==> config.mk <==
export PLATFORM = sky130hd
export DESIGN_NAME = branch_update_queue_flat
export DESIGN_NICKNAME = d
export VERILOG_FILES = /design/src/rtl/branch_update_queue_if.sv /design/src/rtl/branch_update_queue.sv /design/src/flat_wrapper.sv
export SDC_FILE = /design/constraint.sdc
export NUM_CORES = 1
export LEC_CHECK = 0
export ABC_AREA = 1
export CORE_UTILIZATION = 55
export CTS_CLUSTER_SIZE = 10
export DETAILED_ROUTE_END_ITERATION = 10
export GPL_ROUTABILITY_DRIVEN = 1
export MAX_ROUTING_LAYER = met4
export PLACE_DENSITY = 0.71
export REMOVE_ABC_BUFFERS = 1
export SLEW_MARGIN = 20
export SYNTH_ARGS = -nofsm -noshare
export SYNTH_HDL_FRONTEND = slang
export SYNTH_SLANG_ARGS = --single-unit
==> constraint.sdc <==
create_clock -name clk -period 3.95 [get_ports clk]
set_input_delay 0.9875 -clock clk [delete_from_list [all_inputs] [get_ports clk]]
set_output_delay 0.9875 -clock clk [all_outputs]
set_load 0.01 [all_outputs]
==> src/rtl/branch_update_queue_if.sv <==
// Fetch/execute/commit side bundle of the branch update queue.
// "master" is the pipeline side; "slave" is the queue itself.
interface branch_update_queue_if #(
  parameter int IDX_W = 10,
  parameter int TAG_W = 4
);
  logic             alloc_valid;
  logic [IDX_W-1:0] alloc_index;
  logic             alloc_pred;
  logic             alloc_ready;
  logic [TAG_W-1:0] alloc_tag;
  logic             resolve_valid;
  logic [TAG_W-1:0] resolve_tag;
  logic             resolve_taken;
  logic             commit_valid;
  logic             flush;
  logic             update_valid;
  logic             update_value;
  logic [IDX_W-1:0] index_write;
  logic             mispredict;
  logic [TAG_W-1:0] mispredict_tag;
  logic             commit_err;
  logic [TAG_W:0]   count;

  modport master (
    output alloc_valid, alloc_index, alloc_pred, resolve_valid, resolve_tag,
           resolve_taken, commit_valid, flush,
    input  alloc_ready, alloc_tag, update_valid, update_value, index_write,
           mispredict, mispredict_tag, commit_err, count
  );

  modport slave (
    input  alloc_valid, alloc_index, alloc_pred, resolve_valid, resolve_tag,
           resolve_taken, commit_valid, flush,
    output alloc_ready, alloc_tag, update_valid, update_value, index_write,
           mispredict, mispredict_tag, commit_err, count
  );
endinterface

==> src/rtl/branch_update_queue.sv <==
// In-order retirement queue for predicted branches: allocate at fetch, resolve
// out of order at execute, train the BPB exactly once per committed branch.
module branch_update_queue #(
  parameter int DEPTH = 16,
  parameter int IDX_W = 10,
  parameter int TAG_W = 4
) (
  input  logic                  clk,
  input  logic                  reset,
  branch_update_queue_if.slave  bus
);
  localparam logic [TAG_W:0] FULL = (TAG_W+1)'(DEPTH);

  logic [DEPTH-1:0]            valid_q, valid_d, resolved_q, resolved_d;
  logic [DEPTH-1:0]            pred_q, pred_d, taken_q, taken_d;
  logic [DEPTH-1:0][IDX_W-1:0] index_q, index_d;
  logic [TAG_W-1:0]            head_q, head_d, tail_q, tail_d;
  logic [TAG_W:0]              count_q, count_d;
  logic                        upd_v_q, upd_v_d, upd_val_q, upd_val_d;
  logic [IDX_W-1:0]            upd_idx_q, upd_idx_d;
  logic                        mis_q, mis_d, cerr_q, cerr_d;
  logic [TAG_W-1:0]            mis_tag_q, mis_tag_d;

  logic alloc_ready, alloc_fire, res_ok, res_fire, head_ok, commit_fire;

  // Readiness looks only at the registered count, so a commit never frees a slot
  // for an allocate in the same cycle.
  assign alloc_ready = (count_q != FULL);

  always_comb begin
    valid_d    = valid_q;
    resolved_d = resolved_q;
    pred_d     = pred_q;
    taken_d    = taken_q;
    index_d    = index_q;
    head_d     = head_q;
    tail_d     = tail_q;
    upd_v_d    = 1'b0;
    upd_val_d  = upd_val_q;
    upd_idx_d  = upd_idx_q;
    mis_d      = 1'b0;
    mis_tag_d  = mis_tag_q;

    alloc_fire  = bus.alloc_valid && alloc_ready && !bus.flush;
    res_ok      = bus.resolve_valid && valid_q[bus.resolve_tag] && !resolved_q[bus.resolve_tag];
    res_fire    = res_ok && !bus.flush;
    head_ok     = valid_q[head_q] &&
                  (resolved_q[head_q] || (res_ok && (bus.resolve_tag == head_q)));
    commit_fire = bus.commit_valid && head_ok;
    cerr_d      = bus.commit_valid && !head_ok;

    if (res_fire) begin
      resolved_d[bus.resolve_tag] = 1'b1;
      taken_d[bus.resolve_tag]    = bus.resolve_taken;
      mis_d                       = (bus.resolve_taken != pred_q[bus.resolve_tag]);
      mis_tag_d                   = bus.resolve_tag;
    end

    // An unresolved head can only commit via a same-cycle resolve, so take the
    // outcome straight from the resolve port in that case.
    if (commit_fire) begin
      upd_v_d            = 1'b1;
      upd_val_d          = resolved_q[head_q] ? taken_q[head_q] : bus.resolve_taken;
      upd_idx_d          = index_q[head_q];
      valid_d[head_q]    = 1'b0;
      resolved_d[head_q] = 1'b0;
      head_d             = head_q + 1'b1;
    end

    if (alloc_fire) begin
      valid_d[tail_q]    = 1'b1;
      resolved_d[tail_q] = 1'b0;
      pred_d[tail_q]     = bus.alloc_pred;
      index_d[tail_q]    = bus.alloc_index;
      tail_d             = tail_q + 1'b1;
    end

    count_d = count_q + (TAG_W+1)'(alloc_fire) - (TAG_W+1)'(commit_fire);

    if (bus.flush) begin
      valid_d    = '0;
      resolved_d = '0;
      head_d     = tail_q;
      count_d    = '0;
    end
  end

  always_ff @(posedge clk or negedge reset) begin
    if (!reset) begin
      valid_q    <= '0;
      resolved_q <= '0;
      pred_q     <= '0;
      taken_q    <= '0;
      index_q    <= '0;
      head_q     <= '0;
      tail_q     <= '0;
      count_q    <= '0;
      upd_v_q    <= 1'b0;
      upd_val_q  <= 1'b0;
      upd_idx_q  <= '0;
      mis_q      <= 1'b0;
      mis_tag_q  <= '0;
      cerr_q     <= 1'b0;
    end else begin
      valid_q    <= valid_d;
      resolved_q <= resolved_d;
      pred_q     <= pred_d;
      taken_q    <= taken_d;
      index_q    <= index_d;
      head_q     <= head_d;
      tail_q     <= tail_d;
      count_q    <= count_d;
      upd_v_q    <= upd_v_d;
      upd_val_q  <= upd_val_d;
      upd_idx_q  <= upd_idx_d;
      mis_q      <= mis_d;
      mis_tag_q  <= mis_tag_d;
      cerr_q     <= cerr_d;
    end
  end

  assign bus.alloc_ready    = alloc_ready;
  assign bus.alloc_tag      = tail_q;
  assign bus.update_valid   = upd_v_q;
  assign bus.update_value   = upd_val_q;
  assign bus.index_write    = upd_idx_q;
  assign bus.mispredict     = mis_q;
  assign bus.mispredict_tag = mis_tag_q;
  assign bus.commit_err     = cerr_q;
  assign bus.count          = count_q;
endmodule

==> src/flat_wrapper.sv <==
// flat-port wrapper written by rule: the top's interface ports become plain ports
module branch_update_queue_flat 
#(
  parameter int DEPTH = 16,
  parameter int IDX_W = 10,
  parameter int TAG_W = 4
)
  (clk, reset, bus_alloc_valid, bus_alloc_index, bus_alloc_pred, bus_resolve_valid, bus_resolve_tag, bus_resolve_taken, bus_commit_valid, bus_flush, bus_alloc_ready, bus_alloc_tag, bus_update_valid, bus_update_value, bus_index_write, bus_mispredict, bus_mispredict_tag, bus_commit_err, bus_count);
  branch_update_queue_if #(.IDX_W(IDX_W), .TAG_W(TAG_W)) bus_i ();
  input  logic clk;
  input  logic reset;
  input wire logic [$bits(bus_i.alloc_valid)-1:0] bus_alloc_valid;
  input wire logic [$bits(bus_i.alloc_index)-1:0] bus_alloc_index;
  input wire logic [$bits(bus_i.alloc_pred)-1:0] bus_alloc_pred;
  input wire logic [$bits(bus_i.resolve_valid)-1:0] bus_resolve_valid;
  input wire logic [$bits(bus_i.resolve_tag)-1:0] bus_resolve_tag;
  input wire logic [$bits(bus_i.resolve_taken)-1:0] bus_resolve_taken;
  input wire logic [$bits(bus_i.commit_valid)-1:0] bus_commit_valid;
  input wire logic [$bits(bus_i.flush)-1:0] bus_flush;
  output wire logic [$bits(bus_i.alloc_ready)-1:0] bus_alloc_ready;
  output wire logic [$bits(bus_i.alloc_tag)-1:0] bus_alloc_tag;
  output wire logic [$bits(bus_i.update_valid)-1:0] bus_update_valid;
  output wire logic [$bits(bus_i.update_value)-1:0] bus_update_value;
  output wire logic [$bits(bus_i.index_write)-1:0] bus_index_write;
  output wire logic [$bits(bus_i.mispredict)-1:0] bus_mispredict;
  output wire logic [$bits(bus_i.mispredict_tag)-1:0] bus_mispredict_tag;
  output wire logic [$bits(bus_i.commit_err)-1:0] bus_commit_err;
  output wire logic [$bits(bus_i.count)-1:0] bus_count;
  assign bus_i.alloc_valid = bus_alloc_valid;
  assign bus_i.alloc_index = bus_alloc_index;
  assign bus_i.alloc_pred = bus_alloc_pred;
  assign bus_i.resolve_valid = bus_resolve_valid;
  assign bus_i.resolve_tag = bus_resolve_tag;
  assign bus_i.resolve_taken = bus_resolve_taken;
  assign bus_i.commit_valid = bus_commit_valid;
  assign bus_i.flush = bus_flush;
  assign bus_alloc_ready = bus_i.alloc_ready;
  assign bus_alloc_tag = bus_i.alloc_tag;
  assign bus_update_valid = bus_i.update_valid;
  assign bus_update_value = bus_i.update_value;
  assign bus_index_write = bus_i.index_write;
  assign bus_mispredict = bus_i.mispredict;
  assign bus_mispredict_tag = bus_i.mispredict_tag;
  assign bus_commit_err = bus_i.commit_err;
  assign bus_count = bus_i.count;
  branch_update_queue #(.DEPTH(DEPTH), .IDX_W(IDX_W), .TAG_W(TAG_W)) u_core (.clk(clk), .reset(reset), .bus(bus_i));
endmodule
==> impl_results.md, run 1 <==
- Worst Path Required: 4.36 ns
- Unrepaired setup endpoints after global routing: no
- Crit path buf inv count: 7
- Internal power: ~6.3 mW
- Combinational family with the most area after synthesis: simple AND/OR/NAND/NOR gates
- Layout cell share with drive strength beyond 1: 0.0695
- Post-CTS setup-driven buffer insertion count: 0
- # placed instances: 1780
- Post-route clock skew: 0.0366 ns
- End-of-flow core utilization: 0.636
- Clock transition time at the flip-flop clock pins of the worst setup and hold paths: 0.06 ns
- Setup TNS: 0 ns
- Number of clock buffers inserted by TritonCTS: 30
- Cells after synthesis: around 1500
- Weighted congestion reported at the end of routability-driven placement: 0.910
- Netlist area before placement: 0.0123 mm2
- DRT antenna net count: 0
- Yosys Warn Count: 0
- Seq pwr share: 0.392
- Share of cell area taken by muxes after synthesis: 0
- Sort of element at the end of the critical path: flop
- Hold Vio Cnt, Final: 0
- Post-cts sizing count: 0
- Total half-perimeter wirelength after legalization and detailed placement: 20100 um
- Total core area: 0.0218 mm2
- Final period utilization: 0.886
- Number of sinks handled by clock tree synthesis: 255
- Period minus WS final: 3.50 ns
- Kind of cell with the highest combined delay on the critical path: buffers and inverters
- Sequential element share of the synthesized area: 0.521
- Worst hold path class: in2async
- P_sw: 3.98 mW
- Count of different cell masters after synthesis: 39
- PortBufs: around 50
- Class of the most critical setup path: in2reg
- Leakage power summed over all cells: 6.56 nW
- Number of antenna violations at the first check in global routing: 0
- Relative contribution of combinational cells to total power: 0.370
- Overall overflow remaining after global route: 0
- Type of element launching the critical path: input pin
- Result of the run: finished, final reports clean
- Most repeated library cell on the critical path: nand2_1
- Max Transition Viols Final: 0
- Number of DRC markers in iteration 0: 1008
- Complex-gate fraction of the synthesized area: 0.196
- DRT Wirelength: approximately 34000 um
- Post-layout nets: 1569
- Cell with the largest stage delay on the worst path: clkdlybuf4s50_1
- Final setup violation count: 0
- Die Footprint: 0.0229 mm2
- Count of flip-flops with a built-in enable after synthesis: 0
- Number of inserted diodes: 0
- CP max FO: 19
- DRC viols: 0
- Simple-gate share of the synthesized area: 0.196
- Total of flip-flops plus latches after synthesis: 255
- Adder-Cell Fraction of Synth Area: 0.0159
- Switch share: 0.388
- Global-route wire length before repair: 55400 um
- Number of hold buffers added after cts: 0
- CTS max path bufs: 3
- Number of global-route vias before repair: between 10000 and 15000
- Main flop type after synthesis: dfrtp_1
- Maximum number of pins on one net before global-route repair: 97
- Post-DR vias/cell: between 5 and 6
- Die Span X: roughly 150 um
- Deepest level of the CTS H-tree: 1
- CP Data Arrival Time: 3.90 ns
- Highest clock frequency the design can meet: 286 MHz
- CP max stage delay: 0.51 ns
- Die Span Y: 151 um
- Post-synthesis average cell area: 8.14 um2
- Clock root buffer: clkbuf_16
- Layout-stage area growth over the synthesis result: 13.3%
- Share of power burned in the clock network: 0.238
- Power per cell area: 738 mW/mm2
- First-pass iteration count of the detailed router: 6
- Max-cap violations: 0
- Final Total Pwr: 10.3 mW
- Global routing usage summed across all routing layers: 0.326
- Average detailed-routed wire length per instance: 18.9 um
- TritonCTS clock tree: done
- Initial Utilization: 0.561
- Largest vdd supply drop: 0.406 mV
- Non-filler instance count after layout: around 1800
- Post-synth ARST share: 1.00
- I/O pin cnt: 50
- Later-pin clock latency in the skew report: 0.57 ns
- Xor/xnor cell area share of the yosys netlist: 0.00572
- Smallest hold slack: 0.434 ns
- Count of standard-cell rows: 54
- Slew Limit Headroom: 0.401
- Via count of the routed design: 10664
- Transition time at the pin with the least slew margin: 0.899 ns
[per-stage QoR]
step	worst slack, ns	cell area (um2)
3_5_place_dp	-0.0830	13000
5_1_grt	0.134	13900
4_1_cts	0.472	13900
3_3_place_gp	0.0337	13000
6_report	0.451	13900
2_1_floorplan	-1.21	11800
[layout by cell type (no fill, tap or decap), drive strengths merged, types with 3 or more instances in the layout]
cell,n
nor2,127
ha,14
clkbuf,37
xor2,7
dfrtp,255
o22ai,41
a22oi,9
nand4,34
a31oi,3
clkinv,3
o31ai,5
a21oi,41
clkdlybuf4s50,48
buf,51
a221oi,10
nand2,396
nand3b,9
nand3,21
o21ai,329
inv,89
[sequential cells by signal (all words and copies together) (netlist names), 5 cells and up]
name,count
u_core.index_q,160
u_core.pred_q,16
u_core.resolved_q,16
u_core.taken_q,16
u_core.valid_q,16
u_core.bus.index_write,10
u_core.bus.count,5
[synthesized netlist by cell type (5+ instances only)]
library cell,number,area share
nand2_1,394,0.12
o21ai_0,316,0.13
dfrtp_1,255,0.52
nor2_1,124,0.038
inv_1,84,0.026
clkbuf_1,78,0.024
a21oi_1,41,0.017
o22ai_1,41,0.021
nand4_1,34,0.017
nand3_1,19,0.0078
ha_1,14,0.014
buf_2,12,0.0049
a221oi_1,10,0.0071
a22oi_1,9,0.0055
nand3b_1,9,0.0055
o21ai_1,7,0.0029
xor2_1,7,0.0050
buf_4,6,0.0037
o21ai_2,6,0.0043
buf_6,5,0.0046
o31ai_1,5,0.0031
[routing by layer]
| layer | routed length, um | track usage | part of all wire |
|---|---|---|---|
| met2 | 15800 | 0.508 | 0.46 |
| met3 | 2520 | 0.0485 | 0.073 |
| met5 | 0 | - | 0 |
| met4 | 1240 | 0.118 | 0.036 |
| met1 | 14800 | 0.433 | 0.43 |
[path summary, 6_finish.rpt]
| check | startpoint | endpoint | slack [ns] | depth (start not counted) |
|---|---|---|---|---|
| hold / removal | reset | u_core.bus.alloc_tag[1] | 0.43 | 1 |
| max in group asynchronous | reset | u_core.resolved_q[15] | 2.59 | 2 |
| setup reg to reg | u_core.head_q[0] | u_core.bus.count[4] | 0.68 | 19 |
| setup / recovery | bus_resolve_tag[0] | u_core.bus.count[4] | 0.45 | 25 |
| hold reg to reg | u_core.index_q[103] | u_core.index_q[103] | 0.48 | 2 |
| min in group clk | u_core.index_q[103] | u_core.index_q[103] | 0.48 | 2 |
[area by class of cell]
| cell class | count | area (um2) |
|---|---|---|
| clock buffer | 37 | 807 |
| clock inverter | 3 | 40.0 |
| fill | 1903 | 7940 |
| inverter | 89 | 339 |
| multi-input combinational | 1057 | 5070 |
| sequential | 255 | 6390 |
| tap | 280 | 350 |
| timing repair buffer | 99 | 896 |
[kinds of logic after synthesis]
| family | count (synthesis) |
|---|---|
| and+or+nand+nor | 589 |
| AOI/OAI and AO/OA | 445 |
| DFF | 255 |
| buffers and inverters | 193 |
| adders and majority gates | 15 |
| xor gates and xnor gates | 8 |
[power by group through the flow]
stage / combinational [mW] / clock, mW / sequential [mW]
floorplan: 2.28 / 0 / 4.04
global placement: 3.66 / 0 / 4.00
detailed placement: 3.74 / 0 / 4.03
CTS: 3.76 / 2.48 / 4.00
global route: 4.25 / 2.59 / 4.12
finish: 3.79 / 2.44 / 4.02
No activity file was read; power rests on OpenSTA's default activity.
==> run 2: changes to the inputs <==
- RECOVER_POWER: default -> 100
==> run 2 against run 1 <==
The flow now finishes with violations (max-capacitance violations, max-slew violations). Via count barely moved. Cell area down 1.0%. Sequential cell count is the same. Critical path type unchanged. Highest routed layer unchanged.
==> impl_results.md, run 2 (synthesis gave the netlist of run 1 again) <==
- Later-pin clock latency in the skew report: 0.57 ns (about the same)
- Startpoint of the worst register-to-register path: u_core.head_q[0] (unchanged)
- Most flop-heavy register: u_core.index_q (unchanged)
- Layout cell share with drive strength beyond 1: 0.0494 (was 0.0695)
- Critical hold path startpoint: u_core.bus.index_write[4]
- CP Data Arrival Time: 3.92 ns (was 3.90 ns)
- Count of standard-cell rows: 54 (unchanged)
- Total of fill cells in the finished design: 1936 (was 1903)
- Reg2reg setup slack: 0.64 ns (was 0.68 ns)
- Top routing layer in use: met4 (unchanged)
- PortBufs: 49 (unchanged)
- Number of sinks handled by clock tree synthesis: 255 (unchanged)
- Clock transition time at the flip-flop clock pins of the worst setup and hold paths: 0.05 ns (was 0.06 ns)
- Number of inserted diodes: 0 (unchanged)
- Post-CTS setup-driven buffer insertion count: 0 (unchanged)
- Period minus WS final: 3.52 ns (was 3.50 ns)
- Post-layout nets: 1569 (unchanged)
- Number of hold buffers added after cts: 0 (unchanged)
- Most common cell after layout, fill and taps aside: nand2_1 (unchanged)
- Max-cap violations: 3 (was 0)
- Sink of the worst hold path: u_core.bus.index_write[4]
- Layout-stage area growth over the synthesis result: 12.2% (was 13.3%)
- Reg2Reg Depth: 19 (unchanged)
- TritonCTS clock tree: done (unchanged)
- Global routing usage summed across all routing layers: 0.326 (unchanged)
- Sum of met3 wire segment lengths after detailed routing: 2620 um (was 2520 um)
- Slew Limit Headroom: -0.686 (was 0.401)
- Maximum number of pins on one net before global-route repair: 97 (unchanged)
- Number of DRC markers in iteration 0: 1042 (was 1008)
- Post-route clock skew: 0.0375 ns (was 0.0366 ns)
- Type of element launching the critical path: input pin (unchanged)
- CTS max path bufs: 3 (unchanged)
- Clock root buffer: clkbuf_16 (unchanged)
- Non-filler instance count after layout: 1820 (unchanged)
- Worst setup path startpoint: bus_resolve_tag[0] (unchanged)
- First-pass iteration count of the detailed router: 5 (was 6)
- Worst hold path class: reg2reg (was in2async)
- Via count of the routed design: 10667 (was 10664)
- Met1 wire length: 14600 um (was 14800 um)
- Number of global-route vias before repair: 10285 (unchanged)
- Endpoint of the lowest-slack register-to-register path: u_core.bus.count[4] (unchanged)
- Number of clock buffers inserted by TritonCTS: 30 (unchanged)
- Initial Utilization: 0.561 (unchanged)
- Largest vdd supply drop: 0.390 mV (was 0.406 mV)
- Overall overflow remaining after global route: 0 (unchanged)
- Deepest level of the CTS H-tree: 1 (unchanged)
- Total half-perimeter wirelength after legalization and detailed placement: 20100 um (unchanged)
- Final Total Pwr: 10.1 mW (was 10.3 mW)
- Highest clock frequency the design can meet: 284 MHz (was 286 MHz)
- Setup TNS: 0 ns (unchanged)
- CP max FO: 19 (unchanged)
- Die Span X: 151 um (unchanged)
- Final period utilization: 0.890 (was 0.886)
- Class of the most critical setup path: in2reg (unchanged)
- DRT Wirelength: 34400 um (was 34300 um)
- Max FFs per register: 160 (unchanged)
- End-of-flow core utilization: 0.630 (was 0.636)
- Unrepaired setup endpoints after global routing: no (unchanged)
- Power per cell area: 737 mW/mm2 (was 738 mW/mm2)
- Post-cts sizing count: 0 (unchanged)
- Post-DR vias/cell: 5.86 (about the same)
- Hold Vio Cnt, Final: 0 (unchanged)
- I/O pin cnt: 50 (unchanged)
- Worst hold path stage count: 2
- # placed instances: 1780 (unchanged)
- DRC viols: 0 (unchanged)
- Violations in the final reports: max-capacitance violations, max-slew violations
- Die Footprint: 0.0229 mm2 (unchanged)
- Average detailed-routed wire length per instance: 18.9 um (about the same)
- Most frequent cells in the layout: 396 x nand2_1, 326 x o21ai_0, 253 x dfrtp_1 (was 394 x nand2_1, 316 x o21ai_0, 253 x dfrtp_1)
- Die Span Y: 151 um (unchanged)
- DRT antenna net count: 0 (unchanged)
- Total core area: 0.0218 mm2 (unchanged)
- Weighted congestion reported at the end of routability-driven placement: 0.910 (unchanged)
- Leakage power summed over all cells: 6.54 nW (was 6.56 nW)
- Global-route wire length before repair: 55400 um (unchanged)
- Cell area after placement: 0.0130 mm2 (unchanged)
- Worst Path Required: 4.36 ns (about the same)
- Result of the run: complete, but fails checks (was finished, final reports clean)
- Post-route design area: 0.0137 mm2 (was 0.0139 mm2)
- Number of antenna violations at the first check in global routing: 0 (unchanged)
- Final setup violation count: 0 (unchanged)
- Max Transition Viols Final: 146 (was 0)
- Transition time at the pin with the least slew margin: 2.53 ns (was 0.899 ns)
- Sort of element at the end of the critical path: flop (unchanged)
- Met2 wire len: 16000 um (was 15800 um)
## run 2: cell types whose count changed in the layout (fill, tap and decap cells not counted), moves of 2 or more
cell / previous run / this run
buf_4: 48 / 25
clkbuf_1: 4 / 23
clkbuf_2: 0 / 3
clkbuf_4: 0 / 3
clkdlybuf4s50_1: 48 / 19
dlygate4sd3_1: 0 / 29
inv_1: 84 / 86
inv_2: 3 / 0
nand2_1: 394 / 396
o21ai_0: 316 / 326
o21ai_1: 7 / 2
o21ai_2: 6 / 1
## run 2: worst max-delay path by stage
stage          slack [ns]             endpoint
5_1_grt              0.07   u_core.index_q[68]
3_5_place_dp        -0.08  u_core.bus.count[4]
2_1_floorplan       -1.21  u_core.bus.count[4]
3_3_place_gp         0.03  u_core.bus.count[4]
4_1_cts              0.47  u_core.bus.count[4]
6_report             0.43  u_core.bus.count[4]
## run 2: power breakdown
part           switching, mW  leakage [nW]  internal (mW)
clock network           1.03         0.415           1.41
registers              0.553          3.36           3.46
logic                   2.36          2.76           1.32
## run 2: metrics by stage
step | hold slack (ns) | worst slack (ns)
2_1_floorplan | 0.448 | -1.21
3_3_place_gp | 0.461 | 0.0337
3_5_place_dp | 0.468 | -0.0830
4_1_cts | 0.461 | 0.472
5_1_grt | 0.490 | 0.0723
6_report | 0.476 | 0.434
## run 2: critical path, cell delays in order
cell,delay (ns)
clkdlybuf4s50_1,0.51
buf_4,0.24
nand2_1,0.07
o21ai_0,0.08
nand2_1,0.07
nand2_1,0.07
nand2_1,0.06
nand2_1,0.06
inv_1,0.03
nand2_1,0.06
nand3_1,0.08
nand2_1,0.15
nand3_4,0.08
inv_1,0.08
ha_1,0.22
inv_1,0.06
ha_1,0.13
inv_1,0.06
fa_1,0.35
inv_1,0.08
a21oi_1,0.06
nor2_1,0.09
nor2_1,0.06
xor2_1,0.13
nor2_1,0.06
## run 2: metal layers
layer	global-route usage	vias to the layer above
li1	-	5059
met1	0.433	5052
met2	0.508	454
met3	0.0485	102
met4	0.118	0
met5	-	-
## run 2: area by class of cell
type / count / area (um2) / area share
sequential: 255 / 6390 / 0.465
multi-input combinational: 1057 / 5020 / 0.366
clock buffer: 37 / 807 / 0.0587
timing repair buffer: 99 / 797 / 0.0580
tap: 280 / 350 / 0.0255
inverter: 89 / 339 / 0.0247
clock inverter: 3 / 40.0 / 0.00291
==> run 3: changes to the inputs <==
- clock period: 3.95 -> 3.34 ns (I/O delays scaled with it)
==> run 3 against run 2 <==
The run still ends with max-capacitance violations, max-slew violations left. Die area did not move. Clock skew is 0.026 ns lower. Sequential cell count did not move. Final cell count increased by 0.60%. Via count grew 1.2%. Core utilization grew 0.37 points. Critical path type is now reg2reg. Largest power group unchanged. Highest routed layer unchanged.
==> impl_results.md, run 3 (synthesis gave the netlist of run 1 again) <==
- Result of the run: complete, but fails checks (unchanged)
- Violations in the final reports: max-capacitance violations, max-slew violations (unchanged)
- Final Total Pwr: 11.9 mW (was 10.1 mW)
- Total of fill cells in the finished design: 1928 (was 1936)
- Seq pwr share: 0.398 (was 0.396)
- Type of element launching the critical path: flop (was input pin)
- Sort of element at the end of the critical path: flop (unchanged)
- End-of-flow core utilization: 0.634 (was 0.630)
- Weighted congestion reported at the end of routability-driven placement: 0.914 (was 0.910)
- Most common cell after layout, fill and taps aside: nand2_1 (unchanged)
- Worst Path Required: 3.75 ns (was 4.36 ns)
- Total core area: 0.0218 mm2 (unchanged)
- Average detailed-routed wire length per instance: 19.0 um (was 18.9 um)
- # placed instances: 1791 (was 1780)
- CP max FO: 6 (was 19)
- Startpoint of the worst register-to-register path: u_core.head_q[3] (was u_core.head_q[0])
- Layout-stage area growth over the synthesis result: 12.8% (was 12.2%)
- Cell area after placement: 0.0132 mm2 (was 0.0130 mm2)
- Hold Vio Cnt, Final: 0 (unchanged)
- Leakage power summed over all cells: 6.64 nW (was 6.54 nW)
- Die Span X: 151 um (unchanged)
- Global routing usage summed across all routing layers: 0.322 (was 0.326)
- Total half-perimeter wirelength after legalization and detailed placement: 20600 um (was 20100 um)
- Max-cap violations: 1 (was 3)
- Non-filler instance count after layout: 1831 (was 1820)
- Final period utilization: 0.929
- Register area: 0.00639 mm2 (unchanged)
- Most flop-heavy register: u_core.index_q (unchanged)
- Number of sinks handled by clock tree synthesis: 255 (unchanged)
- Relative contribution of combinational cells to total power: 0.373 (was 0.362)
- Max Transition Viols Final: 44 (was 146)
- Setup TNS: 0 ns (unchanged)
- Number of clock buffers inserted by TritonCTS: 29 (was 30)
- Smallest hold slack: 0.289 ns (was 0.476 ns)
- Count of standard-cell rows: 54 (unchanged)
- Via count of the routed design: 10793 (was 10667)
- Reg2reg setup slack: 0.24 ns (was 0.64 ns)
- Power per cell area: 860 mW/mm2 (was 737 mW/mm2)
- Global-route wire length before repair: 54300 um (was 55400 um)
- PortBufs: 49 (unchanged)
- Post-DR vias/cell: 5.89 (was 5.86)
- Worst setup path startpoint: u_core.head_q[3] (was bus_resolve_tag[0])
- Transition time at the pin with the least slew margin: 1.91 ns (was 2.53 ns)
- Overall overflow remaining after global route: 0 (unchanged)
- Post-layout nets: 1584 (was 1569)
- Number of antenna violations at the first check in global routing: 0 (unchanged)
- Number of inserted diodes: 0 (unchanged)
- Number of global-route vias before repair: 9896 (was 10285)
- Worst-case setup slack after placement: -0.514 ns (was -0.0830 ns)
- Clock root buffer: clkbuf_16 (unchanged)
- Worst hold path class: in2async (was reg2reg)
- Later-pin clock latency in the skew report: 0.54 ns (was 0.57 ns)
- Clock transition time at the flip-flop clock pins of the worst setup and hold paths: 0.05 ns (about the same)
- CTS max path bufs: 3 (unchanged)
- Deepest level of the CTS H-tree: 1 (unchanged)
- Final setup violation count: 0 (unchanged)
- Endpoint of the lowest-slack register-to-register path: u_core.bus.count[4] (unchanged)
- Share of power burned in the clock network: 0.230 (was 0.241)
- Die Span Y: 151 um (unchanged)
- Initial Utilization: 0.561 (unchanged)
- Highest clock frequency the design can meet: 322 MHz
- Setup ws final: 0.236 ns (was 0.434 ns)
- CP Data Arrival Time: 3.51 ns (was 3.92 ns)
- DRT antenna net count: 0 (unchanged)
- Layout cell share with drive strength beyond 1: 0.0671 (was 0.0494)
- Post-route design area: 0.0138 mm2 (was 0.0137 mm2)
- Die Footprint: 0.0229 mm2 (unchanged)
- Post-route clock skew: 0.0111 ns (was 0.0375 ns)
- Period minus WS final: approximately 3.1 ns
- First-pass iteration count of the detailed router: 5 (unchanged)
- Most frequent cells in the layout: 395 x nand2_1, 327 x o21ai_0, 253 x dfrtp_1 (was 396 x nand2_1, 326 x o21ai_0, 253 x dfrtp_1)
- Maximum number of pins on one net before global-route repair: 94 (was 97)
- DRC viols: 0 (unchanged)
- I/O pin cnt: 50 (unchanged)
- Internal power: 7.27 mW (was 6.19 mW)
- Slew Limit Headroom: -0.273 (was -0.686)
- P_sw: 4.62 mW (was 3.94 mW)
- Max FFs per register: 160 (unchanged)
- Multi-input combinational cell area: 0.00504 mm2 (was 0.00502 mm2)
- Reg2Reg Depth: 18 (was 19)
- TritonCTS clock tree: done (unchanged)
- Class of the most critical setup path: reg2reg (was in2reg)
- Largest vdd supply drop: 0.505 mV (was 0.390 mV)
- Worst setup path end: u_core.bus.count[4] (unchanged)
- DRT Wirelength: 34800 um (was 34400 um)
- Switch share: 0.389 (about the same)
- Number of DRC markers in iteration 0: 1050 (was 1042)
- Unrepaired setup endpoints after global routing: no (unchanged)
-- run 3: final cells by class --
cell class / count / share of cell area
well taps: 280 / 0.0253
multi-input cells: 1057 / 0.364
clock inverters: 1 / 0.000633
repair buffers: 115 / 0.0680
inverters: 89 / 0.0252
clock buffers: 34 / 0.0546
flip-flops and latches: 255 / 0.462
-- run 3: timing repair --
item                                    CTS  global route
resized for setup                         0            14
endpoints found under the setup margin    0             2
hold buffers                              0             0
buffers inserted                          0             3
-- run 3: critical path: stages (launching register included) --
cell	delay (ns)
dfrtp_1	0.52
inv_1	0.12
nor2_1	0.47
nand2_1	0.11
nand4_1	0.20
nand2_4	0.09
nand3_4	0.07
inv_1	0.05
ha_1	0.26
inv_1	0.05
ha_1	0.13
inv_1	0.06
fa_1	0.35
inv_1	0.09
a21oi_1	0.06
nor2_1	0.09
nor2_1	0.05
xor2_1	0.13
nor2_1	0.05
-- run 3: power groups by stage --
stage	logic (mW)	registers, mW	clock network (mW)
global placement	4.35	4.74	0
finish	4.43	4.73	2.73
CTS	4.46	4.73	2.78
global route	4.95	4.85	2.88
detailed placement	4.43	4.77	0
floorplan	2.70	4.78	0
-- run 3: per-layer routing --
metal / part of all wire / track usage / vias up
li1: - / - / 5095
met1: 0.42 / 0.429 / 5165
met2: 0.47 / 0.511 / 450
met3: 0.074 / 0.0398 / 83
met4: 0.033 / 0.108 / 0
met5: 0 / - / -
-- run 3: how the worst min path moves through the flow --
stage,from,to,slack (ns),depth (start not counted)
3_3_place_gp,u_core.index_q[141],u_core.index_q[141],0.46,2
2_1_floorplan,u_core.index_q[100],u_core.index_q[100],0.45,2
5_1_grt,reset,u_core.bus.count[3],0.35,1
3_5_place_dp,u_core.index_q[141],u_core.index_q[141],0.47,2
4_1_cts,reset,u_core.bus.count[3],0.35,1
6_report,reset,u_core.bus.count[4],0.29,1
